### src/rtl/fitness_sequencer.sv
// ---------------------------------------------------------------------------
// fitness_sequencer
//
// Evaluation sequencer for the evolvable LUT-grid circuit. On an accepted
// start it latches one chromosome onto the circuit's configuration input,
// then walks every input vector 0..2^IN-1. For each vector it waits SETTLE
// cycles, then compares the circuit response with the target truth table
// (synchronous ROM, 1-cycle latency) and adds the number of matching bits
// to a running score. The final score is reported as the fitness.
//
// Optional feature (macro FITNESS_BEST_TRACK_EN):
//   defined     -> best_fitness / best_chrom track the strictly best result
//                  since reset (ties keep the earlier chromosome)
//   not defined -> best_fitness / best_chrom are constant 0
//
// Ports:
//   clk          sole clock, rising edge
//   reset        synchronous, active-high
//   start        begin evaluation of chrom_in (honoured in IDLE only)
//   abort        cancel evaluation in progress (SETTLE / SAMPLE only)
//   chrom_in     candidate chromosome, sampled with start
//   chrom_out    chromosome driven to the genetic circuit
//   inp_out      input vector driven to the genetic circuit
//   circ_out     genetic circuit response (combinational)
//   tgt_addr     target ROM address (same as inp_out)
//   tgt_data     target ROM data, 1-cycle read latency
//   busy         evaluation in progress
//   done         one-cycle completion pulse
//   fitness      matching-bit count of the last completed evaluation
//   perfect      fitness == 2^IN * OUT
//   best_fitness best fitness seen
//   best_chrom   chromosome that achieved best_fitness
// ---------------------------------------------------------------------------
module fitness_sequencer #(
   parameter int IN      = 10,
   parameter int OUT     = 10,
   parameter int CHROM_W = 33,
   parameter int SETTLE  = 2,
   parameter int FIT_W   = $clog2((2**IN)*OUT+1)
) (
   input  logic               clk,
   input  logic               reset,
   input  logic               start,
   input  logic               abort,
   input  logic [CHROM_W-1:0] chrom_in,
   output logic [CHROM_W-1:0] chrom_out,
   output logic [IN-1:0]      inp_out,
   input  logic [OUT-1:0]     circ_out,
   output logic [IN-1:0]      tgt_addr,
   input  logic [OUT-1:0]     tgt_data,
   output logic               busy,
   output logic               done,
   output logic [FIT_W-1:0]   fitness,
   output logic               perfect,
   output logic [FIT_W-1:0]   best_fitness,
   output logic [CHROM_W-1:0] best_chrom
);

   localparam int N     = 1 << IN;
   localparam int CNT_W = (SETTLE > 1) ? $clog2(SETTLE) : 1;
   localparam logic [FIT_W-1:0] MAX_SCORE  = FIT_W'(N * OUT);
   localparam logic [CNT_W-1:0] CNT_RELOAD = CNT_W'(SETTLE - 1);
   localparam logic [IN-1:0]    LAST_VEC   = {IN{1'b1}};

   typedef enum logic [1:0] {
      ST_IDLE   = 2'd0,
      ST_SETTLE = 2'd1,
      ST_SAMPLE = 2'd2,
      ST_DONE   = 2'd3
   } state_t;

   state_t               state_reg,   state_next;
   logic [IN-1:0]        vec_reg,     vec_next;
   logic [CNT_W-1:0]     cnt_reg,     cnt_next;
   logic [FIT_W-1:0]     score_reg,   score_next;
   logic [CHROM_W-1:0]   chrom_reg,   chrom_next;
   logic [FIT_W-1:0]     fitness_reg, fitness_next;
   logic                 perfect_reg, perfect_next;

   // Per-bit agreement between circuit response and target row.
   logic [OUT-1:0]       match_bits;
   logic [FIT_W-1:0]     match_count;
   logic [FIT_W-1:0]     score_sum;

   genvar gi;
   generate
      for (gi = 0; gi < OUT; gi++) begin : g_match
         assign match_bits[gi] = ~(circ_out[gi] ^ tgt_data[gi]);
      end
   endgenerate

   always_comb begin
      match_count = '0;
      for (int i = 0; i < OUT; i++) begin
         match_count = match_count + FIT_W'(match_bits[i]);
      end
   end

   // Cannot overflow: the score never exceeds N*OUT, which fits in FIT_W.
   assign score_sum = score_reg + match_count;

`ifdef FITNESS_BEST_TRACK_EN
   logic [FIT_W-1:0]     best_fitness_reg, best_fitness_next;
   logic [CHROM_W-1:0]   best_chrom_reg,   best_chrom_next;
`endif

   // Next-state and datapath updates
   always_comb begin
      state_next   = state_reg;
      vec_next     = vec_reg;
      cnt_next     = cnt_reg;
      score_next   = score_reg;
      chrom_next   = chrom_reg;
      fitness_next = fitness_reg;
      perfect_next = perfect_reg;
`ifdef FITNESS_BEST_TRACK_EN
      best_fitness_next = best_fitness_reg;
      best_chrom_next   = best_chrom_reg;
`endif
      case (state_reg)
         ST_IDLE: begin
            // start has priority over a simultaneous abort, which is
            // meaningless in IDLE anyway.
            if (start) begin
               chrom_next = chrom_in;
               vec_next   = '0;
               score_next = '0;
               cnt_next   = CNT_RELOAD;
               state_next = ST_SETTLE;
            end
         end
         ST_SETTLE: begin
            // vec is held here, so the ROM output is aligned by SAMPLE.
            if (abort) begin
               state_next = ST_IDLE;
            end else if (cnt_reg == '0) begin
               state_next = ST_SAMPLE;
            end else begin
               cnt_next = cnt_reg - CNT_W'(1);
            end
         end
         ST_SAMPLE: begin
            if (abort) begin
               state_next = ST_IDLE;
            end else if (vec_reg == LAST_VEC) begin
               score_next   = score_sum;
               fitness_next = score_sum;
               perfect_next = (score_sum == MAX_SCORE);
               state_next   = ST_DONE;
            end else begin
               score_next = score_sum;
               vec_next   = vec_reg + IN'(1);
               cnt_next   = CNT_RELOAD;
               state_next = ST_SETTLE;
            end
         end
         ST_DONE: begin
`ifdef FITNESS_BEST_TRACK_EN
            // Strictly greater: a tie keeps the earlier chromosome.
            if (fitness_reg > best_fitness_reg) begin
               best_fitness_next = fitness_reg;
               best_chrom_next   = chrom_reg;
            end
`endif
            state_next = ST_IDLE;
         end
         default: state_next = ST_IDLE;
      endcase
   end

   always_ff @(posedge clk) begin
      if (reset) begin
         state_reg   <= ST_IDLE;
         vec_reg     <= '0;
         cnt_reg     <= '0;
         score_reg   <= '0;
         chrom_reg   <= '0;
         fitness_reg <= '0;
         perfect_reg <= 1'b0;
      end else begin
         state_reg   <= state_next;
         vec_reg     <= vec_next;
         cnt_reg     <= cnt_next;
         score_reg   <= score_next;
         chrom_reg   <= chrom_next;
         fitness_reg <= fitness_next;
         perfect_reg <= perfect_next;
      end
   end

`ifdef FITNESS_BEST_TRACK_EN
   always_ff @(posedge clk) begin
      if (reset) begin
         best_fitness_reg <= '0;
         best_chrom_reg   <= '0;
      end else begin
         best_fitness_reg <= best_fitness_next;
         best_chrom_reg   <= best_chrom_next;
      end
   end

   assign best_fitness = best_fitness_reg;
   assign best_chrom   = best_chrom_reg;
`else
   assign best_fitness = '0;
   assign best_chrom   = '0;
`endif

   assign chrom_out = chrom_reg;
   assign inp_out   = vec_reg;
   assign tgt_addr  = vec_reg;
   assign busy      = (state_reg == ST_SETTLE) || (state_reg == ST_SAMPLE);
   assign done      = (state_reg == ST_DONE);
   assign fitness   = fitness_reg;
   assign perfect   = perfect_reg;

endmodule

### config.mk
export PLATFORM = sky130hd
export DESIGN_NAME = fitness_sequencer
export DESIGN_NICKNAME = d
export VERILOG_FILES = /design/src/rtl/fitness_sequencer.sv
export SDC_FILE = /design/constraint.sdc
export NUM_CORES = 1
export LEC_CHECK = 0
export CAP_MARGIN = 40
export CORE_UTILIZATION = 35
export DETAILED_ROUTE_END_ITERATION = 8
export HOLD_SLACK_MARGIN = 0.08
export PLACE_DENSITY_LB_ADDON = 0.15
export RECOVER_POWER = 100
export SLEW_MARGIN = 30
export SYNTH_ARGS = -nofsm -noshare
export SYNTH_HDL_FRONTEND = slang
export SYNTH_SLANG_ARGS = --single-unit
### constraint.sdc
create_clock -name clk -period 6 [get_ports clk]
set_input_delay 0.6 -clock clk [delete_from_list [all_inputs] [get_ports clk]]
set_output_delay 0.6 -clock clk [all_outputs]
set_load 0.02 [all_outputs]
# [After elaboration in Yosys (flattened, before gate mapping)]
# Cells that the tools add are included.
[totals] reg_bits=75 in_bits=57 output_inout_bits=117
[classes] n_addsub=12 eq_ne=10 mux=19 bitwise=21 reduce_logical=10
[op_table] cell="10-bit 2-to-1 mux" count=3
[op_table] cell="14-bit 2-to-1 mux" count=2
[op_table] cell="14-bit one-hot mux with 2 select lines" count=1
[op_table] cell="10-bit one-hot mux with 2 select lines" count=1
[op_table] cell="14-bit by 10-bit adder with 14-bit output" count=1
[op_table] cell="14-bit == test (second input constant)" count=1
[op_table] cell="1-bit inverter" count=11
[op_table] cell="10-bit by 1-bit adder with 10-bit output (second input constant)" count=1
[op_table] cell="9-bit by 1-bit adder with 10-bit output" count=1
[op_table] cell="10-bit == test (second input constant)" count=1
[op_table] cell="2-bit 2-to-1 mux" count=5
[op_table] cell="1-bit XOR" count=10
[op_table] cell="8-bit by 1-bit adder with 9-bit output" count=1
[op_table] cell="7-bit by 1-bit adder with 8-bit output" count=1
[op_table] cell="2-bit != test (second input constant)" count=4
[op_table] cell="2-bit one-hot mux with 4 select lines" count=1
[op_table] cell="6-bit by 1-bit adder with 7-bit output" count=1
[op_table] cell="5-bit by 1-bit adder with 6-bit output" count=1
[op_table] cell="3-bit AND reduction" count=2
[op_table] cell="4-bit by 1-bit adder with 5-bit output" count=1
[op_table] cell="1-bit 2-to-1 mux" count=5
[op_table] cell="5-bit AND reduction" count=1
[op_table] cell="3-bit by 1-bit adder with 4-bit output" count=1
[op_table] cell="2-bit == test (second input constant)" count=2
[op_table] cell="12 further kinds" count=13

# [Longest topological paths before layout]
[logic_depth] word_depth=14 ltp_mapped=14

# [Worst setup path before layout]
# Ideal clock, no wire load.
[synth_path] kind="input port to flip-flop" start="in circ_out[0]" end="reg perfect_reg (netlist: perfect)" setup_ns=0.119 arrival_ns=4.263 path_slack_ns=1.618 cell_stages=14 n_path_buf=0 cell_sequence="xnor2_1 -> fa_1 -> inv_1 -> fa_1 -> inv_1 -> fa_1 -> fa_1 -> fa_1 -> a211oi_2 -> nor2_1 -> and2_0 -> and3_1 -> o22ai_1 -> o21ai_1"
[synth_via] elab_chain_cells=13
[synth_lines] item="from (decl)" line="48" source="input logic [OUT-1:0] circ_out,"
[synth_lines] item="1-bit XOR" line="88" source="assign match_bits[gi] = ~(circ_out[gi] ^ tgt_data[gi]);"
[synth_lines] item="1-bit inverter" line="88"
[synth_lines] item="1-bit by 1-bit adder with 2-bit output" line="95" source="match_count = match_count + FIT_W'(match_bits[i]);"
[synth_lines] item="2-bit by 1-bit adder with 3-bit output" line="95"
[synth_lines] item="3-bit by 1-bit adder with 4-bit output" line="95"
[synth_lines] item="4-bit by 1-bit adder with 5-bit output" line="95"
[synth_lines] item="5-bit by 1-bit adder with 6-bit output" line="95"
[synth_lines] item="6-bit by 1-bit adder with 7-bit output" line="95"
[synth_lines] item="7-bit by 1-bit adder with 8-bit output" line="95"
[synth_lines] item="8-bit by 1-bit adder with 9-bit output" line="95"
[synth_lines] item="9-bit by 1-bit adder with 10-bit output" line="95"
[synth_lines] item="14-bit by 10-bit adder with 14-bit output" line="100" source="assign score_sum = score_reg + match_count;"
[synth_lines] item="14-bit == test" line="148" source="perfect_next = (score_sum == MAX_SCORE);"
[synth_lines] item="to (signal assigned)" line="187" source="perfect_reg <= perfect_next;"
[synth_lines] item="to (decl)" line="78" source="logic perfect_reg, perfect_next;"
# Every way passes these cells.
# A chain may end at the register's enable or synchronous reset.

# [Worst setup path in the final report]
# Same ends and word-level chain as after synthesis.

==> results.sh <==
export IMPL_hold_path_class="flop to flop"
export IMPL_cts_setup_buffers=0
export IMPL_globalplace_congestion=0.807
export IMPL_cp_data_required_time_ps=6260
export IMPL_skew_ps=3.74
export IMPL_placementRows=39
export IMPL_clk_pin_slew_ps=60
export IMPL_cp_arrival_ps=5230
export IMPL_cts_root_buf="clkbuf_16"
export IMPL_post_route_period_util_pct=82.8
export IMPL_cts_buffer_depth=2
export IMPL_ctsResizeCount=0
export IMPL_drive_gt1_share_pct=3.95
export IMPL_fin_setup_tns_ps=0
export IMPL_path_buf_inv=3
export IMPL_syn_inst=503
export IMPL_rsz0062_at_grt="no"
export IMPL_grt_overflow_total=0
export IMPL_antenna_left=0
export IMPL_fillers=1135
export IMPL_insertion_delay_ps=330
export IMPL_h_tree_depth=3
export IMPL_post_place_ws_ps=923
export IMPL_end_kind="flop"
export IMPL_antenna_cells=0
export IMPL_synth_edff_count=0
export IMPL_cap_violations=2
export IMPL_io_buffers=126
export IMPL_netlist_area_um2=4070
export IMPL_io_pins=174
export IMPL_design_core_area_um2=11400
export IMPL_cp_max_fo=5
export IMPL_largest_register_ffs=33
export IMPL_grt_usage_pct=15.6
export IMPL_maxSlewViolCount=50
export IMPL_p_leak_nw=2.36
export IMPL_path_depth=15
export IMPL_route_detailed_drc=0
export IMPL_yosys_warnings=0
export IMPL_syn_avg_cell_area_um2=8.10
export IMPL_cts_tree="done"
export IMPL_fin_crit_ps=4970
export IMPL_setup_violations=0
export IMPL_cpMostUsedCell="fa_1"
export IMPL_status="finished with violations"
export IMPL_synthFlopType="dfxtp_1"
export IMPL_hold_buffers=0
export IMPL_slowest_stage="dlygate4sd3_1"
export IMPL_yosys_register_bits=75
export IMPL_cp_start_kind="input pin"
export IMPL_synth_async_sr_flop_share_pct=0
export IMPL_hpwl_mm=6.57
export IMPL_viasPerCell=4.63
export IMPL_start_util_pct=35.8
export IMPL_cp_top_family="adder cells"
export IMPL_worstRegToRegCells=13
export IMPL_worst_slack_ps=1030
export IMPL_wire_per_inst_um=12.3
export IMPL_grt_pass1_vias=3170
export IMPL_critical_path_class="input pin to flop"
export IMPL_clock_fmax_mhz=201
export IMPL_max_stage_delay_ps=550
export IMPL_grt_max_degree=70
export IMPL_wirelength_mm=9.26
export IMPL_antenna_found_initial=0
export IMPL_dr_pass1_iters=4
export IMPL_dieArea_um2=12100
export IMPL_fp_dieW_um=110
export IMPL_peakVddDrop_mv=0.149
export IMPL_yosysSeqAreaShare_pct=36.9
export IMPL_area_growth_pct=31.8
export IMPL_cts_inserted_buffers=9
export IMPL_path_cells="dlygate4sd3_1 > xnor2_1 > fa_1 > inv_1 > fa_1 > inv_1 > fa_1 > fa_1 > fa_1 > a211oi_1 > nor2_1 > and2_0 > nor3_1 > o22ai_1 > o21ai_0"
export IMPL_violations="capacitance limit, slew limit"
export IMPL_power_per_cell_area_nw_per_um2=255
export IMPL_grt_pass1_wl_mm=14.7
export IMPL_synth_cell_types=51
export IMPL_cts_sinks=75
export IMPL_tightest_slew_ps=1700
export IMPL_maxSlewHeadroom_pct=-14.6
export IMPL_fp_dieH_um=110
export IMPL_final_nets=678
export IMPL_hold_viol=0
export IMPL_holdPathStages=2
export IMPL_num_vias=3476
export IMPL_drtIter0Drc=145
==> worst paths after layout <==
kind / startpoint / endpoint / slack (ps)
max: circ_out[0] / perfect / 1030
max reg2reg: score_reg[0] / perfect / 1660
min reg2reg: chrom_out[13] / chrom_out[13] / 450
min: chrom_out[13] / chrom_out[13] / 450
==> placed cells by master, fill, tap and decap left out, drive strengths merged, types with 2 or more instances in the layout <==
cell type and instances:
a21o 4, nor2 36, ha 10, conb 47, a21oi 59, and3 9, clkinv 4, and2 4
dlygate4sd3 72, nand3b 2, xor2 15, nand4b 2, nand2 108, mux2i 2, dfxtp 75, fa 7
a211oi 2, inv 11, nor3 8, clkbuf 9, and4 3, buf 2, clkdlybuf4s50 53, nand4 5
a22oi 6, o22ai 2, o21bai 2, o21ai 12, nand2b 4, nand3 5, xnor2 14
==> cells in the mapped netlist (2+ instances only) <==
master | number | area share [%]
xor2_1 | 15 | 3.2
mux2i_1 | 2 | 0.49
buf_4 | 61 | 11
nand4b_1 | 2 | 0.43
nand2b_1 | 4 | 0.61
nand2_1 | 108 | 10
a22oi_1 | 6 | 1.1
a21o_1 | 3 | 0.55
nor2_1 | 36 | 3.3
o21bai_1 | 2 | 0.37
and4_1 | 3 | 0.65
inv_1 | 11 | 1.0
dfxtp_1 | 75 | 37
a21oi_1 | 59 | 7.2
clkbuf_1 | 18 | 1.7
ha_1 | 10 | 3.1
xnor2_1 | 14 | 3.0
nand3_1 | 3 | 0.37
nor3_2 | 2 | 0.49
fa_1 | 7 | 3.4
o21ai_0 | 9 | 1.1
nand3_2 | 2 | 0.49
and2_1 | 3 | 0.46
o21ai_1 | 2 | 0.25
nand3b_1 | 2 | 0.37
nand4_1 | 5 | 0.77
buf_2 | 2 | 0.25
and3_1 | 8 | 1.2
o22ai_1 | 2 | 0.31
nor3_1 | 6 | 0.74
==> final cells by class <==
cell class / count / area (um2) / share of cell area, %
flip-flops and latches: 75 / 1500 / 28.0
clock buffers: 9 / 225 / 4.19
multi-input cells: 380 / 2100 / 39.2
inverters: 11 / 41.3 / 0.769
repair buffers: 127 / 1260 / 23.5
well taps: 143 / 179 / 3.33
clock inverters: 6 / 57.6 / 1.07
==> worst min-delay path: stages, from the launching register on <==
cell and delay [ps]:
dfxtp_1 300, nand2_1 50, a21oi_1 50
==> stage by stage <==
| stage | cell area, um2 | std cells | util, % | power [mW] | hold WS [ps] |
|---|---|---|---|---|---|
| 2_1_floorplan | 4250 | 549 | - | 0.794 | 469 |
| 3_3_place_gp | 5140 | 736 | 45.3 | 0.879 | 441 |
| 3_5_place_dp | 5150 | 736 | 45.3 | 0.884 | 444 |
| 4_1_cts | 5430 | 751 | 47.8 | 1.41 | 455 |
| 5_1_grt | 5370 | 751 | 47.2 | 1.45 | 464 |
| 6_report | 5370 | 751 | 47.2 | 1.37 | 447 |
==> metal layers <==
| layer | GRT usage, % | vias to the layer above | routed length, um |
|---|---|---|---|
| met5 | 0 | - | 0 |
| met4 | 6.95 | 0 | 179 |
| met3 | 5.22 | 15 | 671 |
| met2 | 24.1 | 122 | 4210 |
| li1 | - | 1754 | - |
| met1 | 19.7 | 1585 | 4190 |
==> kinds of logic (layout without fill, tap and decap cells) <==
logic type / count (synthesis) / in the layout / synth area share (%)
AO/OA/AOI/OAI: 91 / 91 / 13.3
buffers and inverters: 94 / 153 / 14.4
other: 1 / 47 / 0.0920
flip-flops: 75 / 75 / 36.9
adder cells (fa/ha/maj): 17 / 17 / 6.51
XOR/XNOR: 29 / 29 / 6.23
AND/OR/NAND/NOR: 193 / 193 / 21.9
multiplexers: 3 / 3 / 0.768
==> where the power goes <==
group	switching [mW]	internal, mW
combinational	0.189	0.132
sequential	0.00991	0.518
clock	0.206	0.316
Power figures use the tool's default switching activity.
